<file path="src/rtl/vote_session.sv">
// rtl/vote_session.sv - sequential ballot collector: chief yes plus at least one other yes passes
module vote_session #(
    parameter int N_VOTERS = 3,
    parameter int TIMEOUT  = 16,
    parameter int IDW      = 2
) (
    input  logic                clk,
    input  logic                rst_n,
    input  logic                start,
    input  logic                vote_valid,
    input  logic [IDW-1:0]      vote_id,
    input  logic                vote_yes,
    output logic                vote_ready,
    output logic                busy,
    output logic                done,
    output logic                pass,
    output logic                timed_out,
    output logic [N_VOTERS-1:0] voted_mask
);
    localparam int TW = $clog2(TIMEOUT) + 1;

    typedef enum logic [1:0] {
        S_IDLE    = 2'd0,
        S_COLLECT = 2'd1,
        S_DECIDE  = 2'd2
    } state_t;

    state_t              state_q;
    logic                ready_q;
    logic                busy_q;
    logic                done_q;
    logic                pass_q;
    logic                timed_out_q;
    logic [N_VOTERS-1:0] voted_q;
    logic [N_VOTERS-1:0] yes_q;
    logic [TW-1:0]       timer_q;

    logic [N_VOTERS-1:0] sel;
    logic                accept;
    logic [N_VOTERS-1:0] voted_d;
    logic [N_VOTERS-1:0] yes_d;
    logic                all_voted;
    logic                timeout_hit;

    // sel only spans real voters, so out-of-range ids decode to zero and are dropped
    always_comb begin
        sel = '0;
        for (int i = 0; i < N_VOTERS; i++) begin
            sel[i] = (vote_id == IDW'(i));
        end
        accept      = vote_valid && ready_q && ((sel & ~voted_q) != '0);
        voted_d     = voted_q;
        yes_d       = yes_q;
        if (accept) begin
            voted_d = voted_q | sel;
            yes_d   = (yes_q & ~sel) | (vote_yes ? sel : '0);
        end
        all_voted   = &voted_d;
        timeout_hit = (timer_q == TW'(TIMEOUT - 1));
    end

    always_ff @(posedge clk) begin
        if (!rst_n) begin
            state_q     <= S_IDLE;
            ready_q     <= 1'b0;
            busy_q      <= 1'b0;
            done_q      <= 1'b0;
            pass_q      <= 1'b0;
            timed_out_q <= 1'b0;
            voted_q     <= '0;
            yes_q       <= '0;
            timer_q     <= '0;
        end else begin
            case (state_q)
                S_IDLE: begin
                    done_q <= 1'b0;
                    if (start) begin
                        state_q     <= S_COLLECT;
                        ready_q     <= 1'b1;
                        busy_q      <= 1'b1;
                        pass_q      <= 1'b0;
                        timed_out_q <= 1'b0;
                        voted_q     <= '0;
                        yes_q       <= '0;
                        timer_q     <= '0;
                    end
                end
                S_COLLECT: begin
                    voted_q <= voted_d;
                    yes_q   <= yes_d;
                    if (all_voted || timeout_hit) begin
                        state_q     <= S_DECIDE;
                        ready_q     <= 1'b0;
                        done_q      <= 1'b1;
                        pass_q      <= yes_d[0] && (yes_d[N_VOTERS-1:1] != '0);
                        timed_out_q <= !all_voted;
                    end else begin
                        timer_q <= timer_q + 1'b1;
                    end
                end
                S_DECIDE: begin
                    state_q <= S_IDLE;
                    done_q  <= 1'b0;
                    busy_q  <= 1'b0;
                end
                default: begin
                    state_q <= S_IDLE;
                    ready_q <= 1'b0;
                    busy_q  <= 1'b0;
                    done_q  <= 1'b0;
                end
            endcase
        end
    end

    assign vote_ready = ready_q;
    assign busy       = busy_q;
    assign done       = done_q;
    assign pass       = pass_q;
    assign timed_out  = timed_out_q;
    assign voted_mask = voted_q;
endmodule

</file>
<file path="config.mk">
export PLATFORM = sky130hd
export DESIGN_NAME = vote_session
export DESIGN_NICKNAME = d
export VERILOG_FILES = /design/src/rtl/vote_session.sv
export SDC_FILE = /design/constraint.sdc
export NUM_CORES = 1
export LEC_CHECK = 0
export ABC_AREA = 1
export BUFFER_PORTS_ARGS = -buffer_cell sky130_fd_sc_hd__buf_4
export CAP_MARGIN = 0
export CORE_MARGIN = 2
export CORE_UTILIZATION = 30
export DETAILED_ROUTE_END_ITERATION = 7
export PLACE_DENSITY = 0.53
export SLEW_MARGIN = 0
export SYNTH_ARGS = -nofsm -noshare
export SYNTH_HDL_FRONTEND = slang
export SYNTH_SLANG_ARGS = --single-unit
</file>
<file path="constraint.sdc">
create_clock -name clk -period 1.95 [get_ports clk]
set_input_delay 0.2925 -clock clk [delete_from_list [all_inputs] [get_ports clk]]
set_output_delay 0.2925 -clock clk [all_outputs]
set_load 0.05 [all_outputs]
</file>
## Yosys cells after proc, flatten, opt, wreduce, memory -nomap -nowiden

Index checks and enable logic that the tools add are counted.

- Add/sub/neg operators: 1
- Multipliers: 0
- Divide/modulo/power cells: 0
- Magnitude comparators: 0
- Equal/unequal tests: 8
- Shift operators: 0
- Multiplexer cells: 21
- Bitwise operators: 8
- Reductions and logical operators: 18

Operators by type and width:

| operator | count |
|---|---|
| 2-to-1 mux 3 bit | 4 |
| one-hot mux 3 bit (2 select lines) | 2 |
| AND reduction 3 bit | 4 |
| 2-to-1 mux 5 bit | 2 |
| one-hot mux 5 bit (2 select lines) | 1 |
| AND reduction 2 bit | 4 |
| AND 3 bit | 2 |
| inequality test 2 bit, second input constant | 3 |
| inverter 3 bit | 2 |
| OR 3 bit | 2 |
| one-hot mux 1 bit (2 select lines) | 3 |
| adder 5 x 1 -> 5 bit, second input constant | 1 |
| equality test 5 x 4 -> 1 bit, second input constant | 1 |
| 2-to-1 mux 1 bit | 5 |
| equality test 2 x 1 -> 1 bit, second input constant | 2 |
| equality test 2 bit, second input constant | 2 |
| logical NOT 2 bit | 2 |
| 2-to-1 mux 2 bit | 2 |
| one-hot mux 2 bit (2 select lines) | 1 |
| nonzero test 2 bit | 2 |
| logical AND 1 bit | 3 |
| one-hot mux 1 bit (3 select lines) | 1 |
| nonzero test 3 bit | 1 |
| inverter 1 bit | 2 |
| other kinds (2) | 2 |

- Flip-flop bits (word level): 18
- Bits in latches: 0
- Memory bits (writable): 0
- ROM bits: 0
- Input port bits: 7
- Output and inout bits: 8
- Word-level logic and storage cells: 65
- Memories kept: 0

## Longest topological paths before layout

Gate-level depths: netlist of run 1.

- Depth after elaboration: 9
- Mapped depth: 12
- Depth with buffers taken out: 12

## Worst setup path after synthesis of run 1

No wires, ideal clock.

- Kind: register -> register
- Start: register ready_q (netlist: vote_ready)
- End: register timer_q[0]
- Setup time: 0.109 ns
- Data arrival time: 1.617 ns
- Data required time: 1.841 ns
- Slack: 0.224 ns
- Stages on the path, launching flop included: 11
- Buffers on the path: 0
- Clock period less this slack: 1.726 ns
- Cell sequence: dfxtp_1 > nand2_1 > nor3_2 > or2_1 > nand3_4 > nand3_4 > nand2_4 > inv_2 > nand2_1 > nand2_1 > inv_1

- Word-level cells in the longest chain between the ends: 7

RTL lines:

| what | line | text |
|---|---|---|
| start: declaration | 29 | `logic ready_q;` |
| start signal: assignment | 65 | `ready_q <= 1'b0;` |
| start signal: assignment | 79 | `ready_q <= 1'b1;` |
| start signal: assignment | 93 | `ready_q <= 1'b0;` |
| logical AND 1 bit (2 in a row) | 51 | `accept = vote_valid && ready_q && ((sel & ~voted_q) != '0);` |
| 2-to-1 mux 3 bit | 54 | `if (accept) begin` |
| AND reduction 3 bit | 58 | `all_voted = &voted_d;` |
| logical OR 1 bit | 91 | `if (all_voted \|\| timeout_hit) begin` |
| inequality test 2 bit (no line) | -- |  |
| AND reduction 3 bit (no line) | -- |  |
| end signal: assignment | 98 | `timer_q <= timer_q + 1'b1;` |
| end: declaration | 36 | `logic [TW-1:0] timer_q;` |

Every way passes these cells.
A chain may end at the register's enable or synchronous reset.

## Worst setup path after layout of run 1

- Start: register timer_q[0]
- End: register timer_q[0]

- Word-level cells in the longest chain between the ends: 4
- Elaborated cells between the ends (all ways): 7
- Those cells by class: 1 x add/sub; 2 x eq/ne; 2 x mux; 2 x reduce/logical

RTL lines:

| what |
|---|
| parallel branches: the longest is 4 deep, another holds adder 5 x 1 -> 5 bit |

Parallel ways; which one is timed is not known. The select of a mux whose other input is x is not followed.

==> results by group, run 1 <==
Power
  – PwrDens: about 630 mW/mm2
  – Max VDD drop: just under 0.3 mV
  – Switching share of power: just under 30%
  – Combinational share of power: between 10% and 20%
  – Clock power share: between 20% and 30%
  – Leakage: between 0.5 and 0.6 nW
  – Sw Pwr: approximately 0.00021 W
  – Pint: 0.000499 W
  – Fraction of power consumed by sequential logic: a little under three fifths

STA
  – RSZ-0062 raised after global routing: false
  – Fmax: about 650 MHz
  – Final min period: ~1.5 ns
  – Max-slew violation count: 0
  – Worst setup margin: between 0.4 and 0.5 ns
  – Final period util: about four fifths
  – Hold Fails Final Rpt: 0
  – Endpoints failing setup: 0
  – Clock Skew: ~0.0044 ns
  – Slew HR: 69.1%
  – Setup TNS: 0 ns
  – Hold slack: 0.283 ns
  – Worst Tran Pin Value: 0.464 ns

Floorplanning
  – FP Rows: 20
  – Initial Util: between 30 and 40%
  – Io pins: 15
  – Core area: between 0.003 and 0.004 mm2
  – Die area: around 0.0036 mm2
  – Die X: 60.1 um
  – DIE HEIGHT: roughly 60 um

Drt
  – Routed wire per std cell: 9.83 um
  – Drt total wl: 1900 um
  – Final ANT Viol Nets: 0
  – Detailed Route Iter0 Violations: between 40 and 50
  – DRC violations left: 0
  – Via Count: 834
  – Initial DRT Pass Iterations: 4
  – DR vias/cell: roughly 4.3

Logic synthesis
  – Synth top cells by count: 31 x nand2_1, 24 x inv_1, 18 x dfxtp_1
  – Synth Area per Inst: ~7.1 um2
  – Register area share after synthesis: 38.1%
  – Synth Warn #: 0
  – Synth top area cells: dfxtp_1 38%, nand2_1 12%, inv_1 9.5%, nand3_1 5.3%, a21oi_1 4.2%
  – Post-synth EDFFs: 0
  – Async set or reset register ratio after synthesis: 0%
  – Synth Instances: ~130
  – Main synth FF type: dfxtp_1
  – Register bit total from synthesis: 18
  – Largest area contributor in the synthesized netlist: dfxtp_1
  – Net Count, Synth: roughly 140
  – Area fraction of the dominant cell type after synthesis: about two fifths
  – Yosys cell types: 23
  – Most common cell in the synthesized netlist: nand2_1
  – Mapped Area: 945 um2

Worst setup path
  – CP Buf/Inv Count: 2
  – Largest delay contributor family on the critical path: simple AND/OR/NAND/NOR gates
  – Worst setup path category: flop to flop
  – CP startpoint kind: flop
  – Cell breakdown of the critical path: ha_1 -> nand2_1 -> nor2_1 -> ha_1 -> inv_1 -> nand3_4 -> nand2_2 -> o21ai_0 -> nand2_1 -> inv_1
  – Arrival @ worst endpoint: about 1.8 ns
  – Slowest stage delay, CP: around 0.35 ns
  – Crit-path slowest cell: dfxtp_1
  – Worst-path fanout max: 4
  – Critical Path RT: about 2.2 ns
  – Crit path capture type: flop

Global route
  – First-pass GRT wire length: roughly 3200 um
  – Vias in the first global route: about 790
  – Met3 Track Usage GR: roughly 1.9%
  – Gr ovfl total: 0
  – Met2 global-route usage: ~20%
  – Met1 Use GR: 14.6%
  – GRT Total Usage: between 10 and 15%
  – Gr busiest metal: met2
  – Largest net degree at the start of global routing: 11
  – Initial antenna violation count: 0

Placement
  – Port bufs: 14
  – Placed cell areas: around 0.0011 mm2
  – DP Wirelength: 1510 um
  – Placer Congestion: approximately 0.82
  – Place WS: between 0.4 and 0.5 ns

Finish
  – Final instance area: 0.00112 mm2
  – Final nets: 160
  – N_diodes: 0
  – Share of layout cells above drive strength 1: 20.1%
  – Area Overhead vs Synth: 18.8%
  – Fill count: approximately 330

Clock tree
  – Post-CTS Setup Bufs: 0
  – CTS Buffer Depth: 2
  – Clock sink total: 18
  – Post-CTS sizing: 0
  – Root buffer cell: clkbuf_4
  – Hold_buf cts: 0
  – Worst-path clk slew: approximately 0.1 ns
  – Num CTS Buffers: 3
  – CTS tree: built
  – Worst-Skew Late Latency: ~0.29 ns
  – # H-tree levels: 1

Min path
  – Worst min-delay path category: input pin to flop

Flow run
  – Max Cap Viol: 0

Outcome
  – Status: finished, final reports clean
registers in the layout, summed over array words and instances (netlist names):
signal,flops
busy,1
done,1
pass,1
state_q,2
timed_out,1
timer_q,5
vote_ready,1
voted_mask,3
yes_q,3
worst paths after layout:
check | startpoint | to | slack [ns] | cells past startpoint
setup / recovery | timer_q[0] | timer_q[0] | 0.40 | 10
hold / removal | rst_n | yes_q[0] | 0.28 | 3
setup reg to reg | timer_q[0] | timer_q[0] | 0.40 | 10
hold reg to reg | state_q[0] | vote_ready | 0.45 | 1
cells in the final DEF (no fill, tap or decap), drive strengths merged:
| cell type | netlist | routed |
|---|---|---|
| nand3 | 14 | 14 |
| inv | 25 | 25 |
| nor2 | 10 | 10 |
| o211a | 1 | 1 |
| buf | 0 | 14 |
| nand2 | 35 | 35 |
| o22ai | 2 | 2 |
| o21ai | 12 | 12 |
| dfxtp | 18 | 18 |
| a21oi | 8 | 8 |
| or2 | 1 | 1 |
| ha | 2 | 2 |
| a31oi | 1 | 1 |
| nor3 | 3 | 3 |
| clkbuf | 1 | 3 |
per-stage QoR:
stage,total power [W],util (%),cells
after floorplan,0.000499,-,133
after global placement,0.000536,36.3,190
after detailed placement,0.000538,36.3,190
after CTS,0.000722,37.1,193
after global routing,0.000745,37.1,193
final,0.000706,37.1,193
routing by layer:
metal  up-vias  share of wire [%]
li1        460                  -
met1       358                 48
met2        12                 46
met3         4                3.4
met4         0                1.8
met5         -                  0
layout make-up:
class | count | area, um2 | area share, %
repair buffers | 14 | 105 | 9.36
clock buffers | 3 | 22.5 | 2.01
multi-input cells | 89 | 485 | 43.3
well taps | 44 | 55.1 | 4.91
flip-flops and latches | 18 | 360 | 32.1
inverters | 25 | 93.8 | 8.36
power groups by stage:
stage               registers, W  clock network, W   logic, W
floorplan               0.000417                 0  0.0000816
global placement        0.000400                 0   0.000137
detailed placement      0.000400                 0   0.000138
CTS                     0.000392          0.000191   0.000139
global route            0.000394          0.000196   0.000155
finish                  0.000392          0.000178   0.000137
kinds of logic (layout without fill, tap and decap cells):
family | count (synthesis) | count (layout) | share of synthesized area, %
simple gates | 63 | 63 | 33.9
flops | 18 | 18 | 38.1
buf+inv | 26 | 42 | 10.5
fa+ha+maj | 2 | 2 | 2.65
compound gates | 24 | 24 | 14.8
worst min-delay path: stages:
cell and delay [ns]:
buf_4 0.14, nand2_1 0.06, o21ai_0 0.05
Note: power is estimated with default switching activity, not from simulation.
==> inputs of run 2 (changes only) <==
==> constraint.sdc (replaced) <==
create_clock -name clk -period 1.5 [get_ports clk]
set_input_delay 0.225 -clock clk [delete_from_list [all_inputs] [get_ports clk]]
set_output_delay 0.225 -clock clk [all_outputs]
set_load 0.05 [all_outputs]
==> run 2 against run 1 <==
Setup slack got worse by 0.33 ns. Power rose by 43%. Count of clock-buffer cells in the layout rose by 1. Global-route usage rose by 0.33 points. Largest cell class unchanged.
==> results by group, run 2 (same netlist as run 1, synthesis figures left out) <==
Min path
  – Hold Path Sink: yes_q[0]
  – Hold_sp: rst_n
  – Worst min-delay path category: input pin to flop
  – WHS Path Cells: 3 (unchanged)

Worst setup path
  – R2r startpoint: timer_q[0]
  – Crit path capture type: flop
  – Worst setup path category: flop to flop
  – Worst-path fanout max: 4 (unchanged)
  – RR Endpoint: timer_q[0]
  – Critical Path RT: 1.71 ns (-0.44 ns)
  – CP startpoint kind: flop
  – Crit-path slowest cell: dfxtp_1
  – Slowest stage delay, CP: 0.33 ns (-0.02 ns)
  – Cell breakdown of the critical path: ha_1 -> nand2_1 -> nor2_1 -> ha_1 -> inv_2 -> nand3_4 -> nand2_2 -> o21ai_0 -> nand2_1 -> inv_1
  – FF-to-FF path depth: 10 (unchanged)
  – Flop-to-flop setup slack: 0.07 ns (-0.33 ns)
  – Arrival @ worst endpoint: 1.64 ns (-0.11 ns)

Placement
  – Port bufs: 14 (unchanged)
  – Placer Congestion: 0.827 (+1.5%)
  – Place WS: 0.0126 ns (-0.414 ns)
  – DP Wirelength: 1570 um (+3.5%)

Global route
  – GRT Total Usage: 12.4% (+0.33 points)
  – Largest net degree at the start of global routing: 11 (unchanged)
  – First-pass GRT wire length: 3400 um (+5.3%)
  – Initial antenna violation count: 0 (unchanged)
  – Gr ovfl total: 0 (unchanged)
  – Vias in the first global route: 828 (+5.5%)

Drt
  – Detailed Route Iter0 Violations: 36 (-22%)
  – Routed wire per std cell: 10.2 um (+3.6%)
  – Via Count: 878 (+5.3%)
  – DR vias/cell: 4.43 (+2.6%)
  – Drt total wl: 2020 um (+6.3%)
  – Initial DRT Pass Iterations: 4 (unchanged)
  – Final ANT Viol Nets: 0 (unchanged)
  – DRC violations left: 0 (unchanged)

Power
  – PwrDens: 846 mW/mm2 (+34%)
  – Leakage: 0.586 nW (+7.9%)
  – Max VDD drop: 0.465 mV (+61%)

Finish
  – Most frequent cells in the layout: 30 x nand2_1, 21 x inv_1, 18 x buf_4, 13 x dfxtp_1, 10 x nand3_1
  – Area Overhead vs Synth: 26.4%
  – Layout Utilization: 39.4% (+2.4 points)
  – Max reg flops: 5 (unchanged)
  – Most common cell after layout, fill and taps aside: nand2_1
  – Fill count: 320 (-2.7%)
  – Final nets: 164 (+2.5%)
  – N_diodes: 0 (unchanged)
  – Share of layout cells above drive strength 1: 28.6% (+8.4 points)
  – Most flop-heavy register: timer_q

Outcome
  – Status: finished, final reports clean

Flow run
  – Max Cap Viol: 0 (unchanged)

Floorplanning
  – Die X: 60.1 um (unchanged)
  – DIE HEIGHT: 60.1 um (unchanged)
  – Die area: 0.00361 mm2 (unchanged)
  – Io pins: 15 (unchanged)
  – FP Rows: 20 (unchanged)
  – Core area: 0.00303 mm2 (unchanged)
  – Initial Util: 31.2% (unchanged)

STA
  – Fmax: 700 MHz (+8.5%)
  – Clock Skew: 0.00255 ns (-0.00189 ns)
  – Setup TNS: 0 ns (unchanged)
  – Slew HR: 71.4% (+2.3 points)
  – Hold Fails Final Rpt: 0 (unchanged)
  – Final period util: 95.2% (+16 points)
  – Final min period: 1.43 ns (-0.121 ns)
  – Endpoints failing setup: 0 (unchanged)
  – RSZ-0062 raised after global routing: true
  – Worst setup margin: 0.0722 ns (-0.329 ns)
  – Hold slack: 0.202 ns (-0.0805 ns)
  – Max-slew violation count: 0 (unchanged)
  – Worst Tran Pin Value: 0.428 ns (-0.0355 ns)

Clock tree
  – Worst-Skew Late Latency: 0.30 ns (about the same)
  – Clock sink total: 18 (unchanged)
  – Num CTS Buffers: 3 (unchanged)
  – Root buffer cell: clkbuf_4
  – CTS Buffer Depth: 2 (unchanged)
  – Worst-path clk slew: 0.10 ns (about the same)
  – CTS tree: built
  – # H-tree levels: 1 (unchanged)
## run 2: critical path, delay by kind of cell (launching register included)
family,cells,cell delay (ns)
fa+ha+maj,2,0.41
simple gates,5,0.39
flops,1,0.33
buf+inv,2,0.13
compound gates,1,0.09
## run 2: worst max path at each step
stage | from | end | slack [ns] | depth (start not counted)
2_1_floorplan | voted_mask[0] | timer_q[0] | 0.02 | 11
3_3_place_gp | timer_q[0] | timer_q[0] | 0.05 | 10
3_5_place_dp | timer_q[1] | timer_q[4] | 0.01 | 10
4_1_cts | vote_ready | timer_q[0] | 0.03 | 10
5_1_grt | timer_q[1] | timer_q[4] | -0.01 | 10
6_report | timer_q[0] | timer_q[0] | 0.07 | 10
## run 2: layout make-up
class	instances	area (um2)	area share, %
Clock buffer	4	36.3	3.04
Timing Repair Buffer	18	135	11.3
Tap cell	44	55.1	4.61
Multi-Input combinational cell	89	504	42.2
Inverter	25	93.8	7.86
Sequential cell	18	369	30.9
## run 2: per-layer routing
layer	vias to the layer above	part of all wire, %	wire length, um	global-route usage [%]
met2	11	51	1020	22.2
met4	0	0.50	10	1.90
met5	-	0	0	0
met1	400	44	897	14.4
li1	465	-	-	-
met3	2	4.2	85	4.11
## run 2: what timing repair did
action	4_1_cts	5_1_grt
hold buffers	0	0
setup endpoints to repair	2	6
resized for setup	1	7
pin swaps	0	4
setup buffers	0	2
## run 2: report_power, final
| group | leakage, nW | switching [W] | internal [W] |
|---|---|---|---|
| sequential | 0.149 | 0.0000118 | 0.000498 |
| combinational | 0.416 | 0.000127 | 0.0000702 |
| clock | 0.0210 | 0.000156 | 0.000148 |
| total | 0.586 | 0.000294 | 0.000716 |
## run 2: stage by stage
stage / power [W] / cells / instance area, um2
3_3_place_gp: 0.000705 / 192 / 1120
4_1_cts: 0.00101 / 196 / 1160
6_report: 0.00101 / 198 / 1190
2_1_floorplan: 0.000648 / 133 / 952
5_1_grt: 0.00106 / 198 / 1190
3_5_place_dp: 0.000708 / 192 / 1120
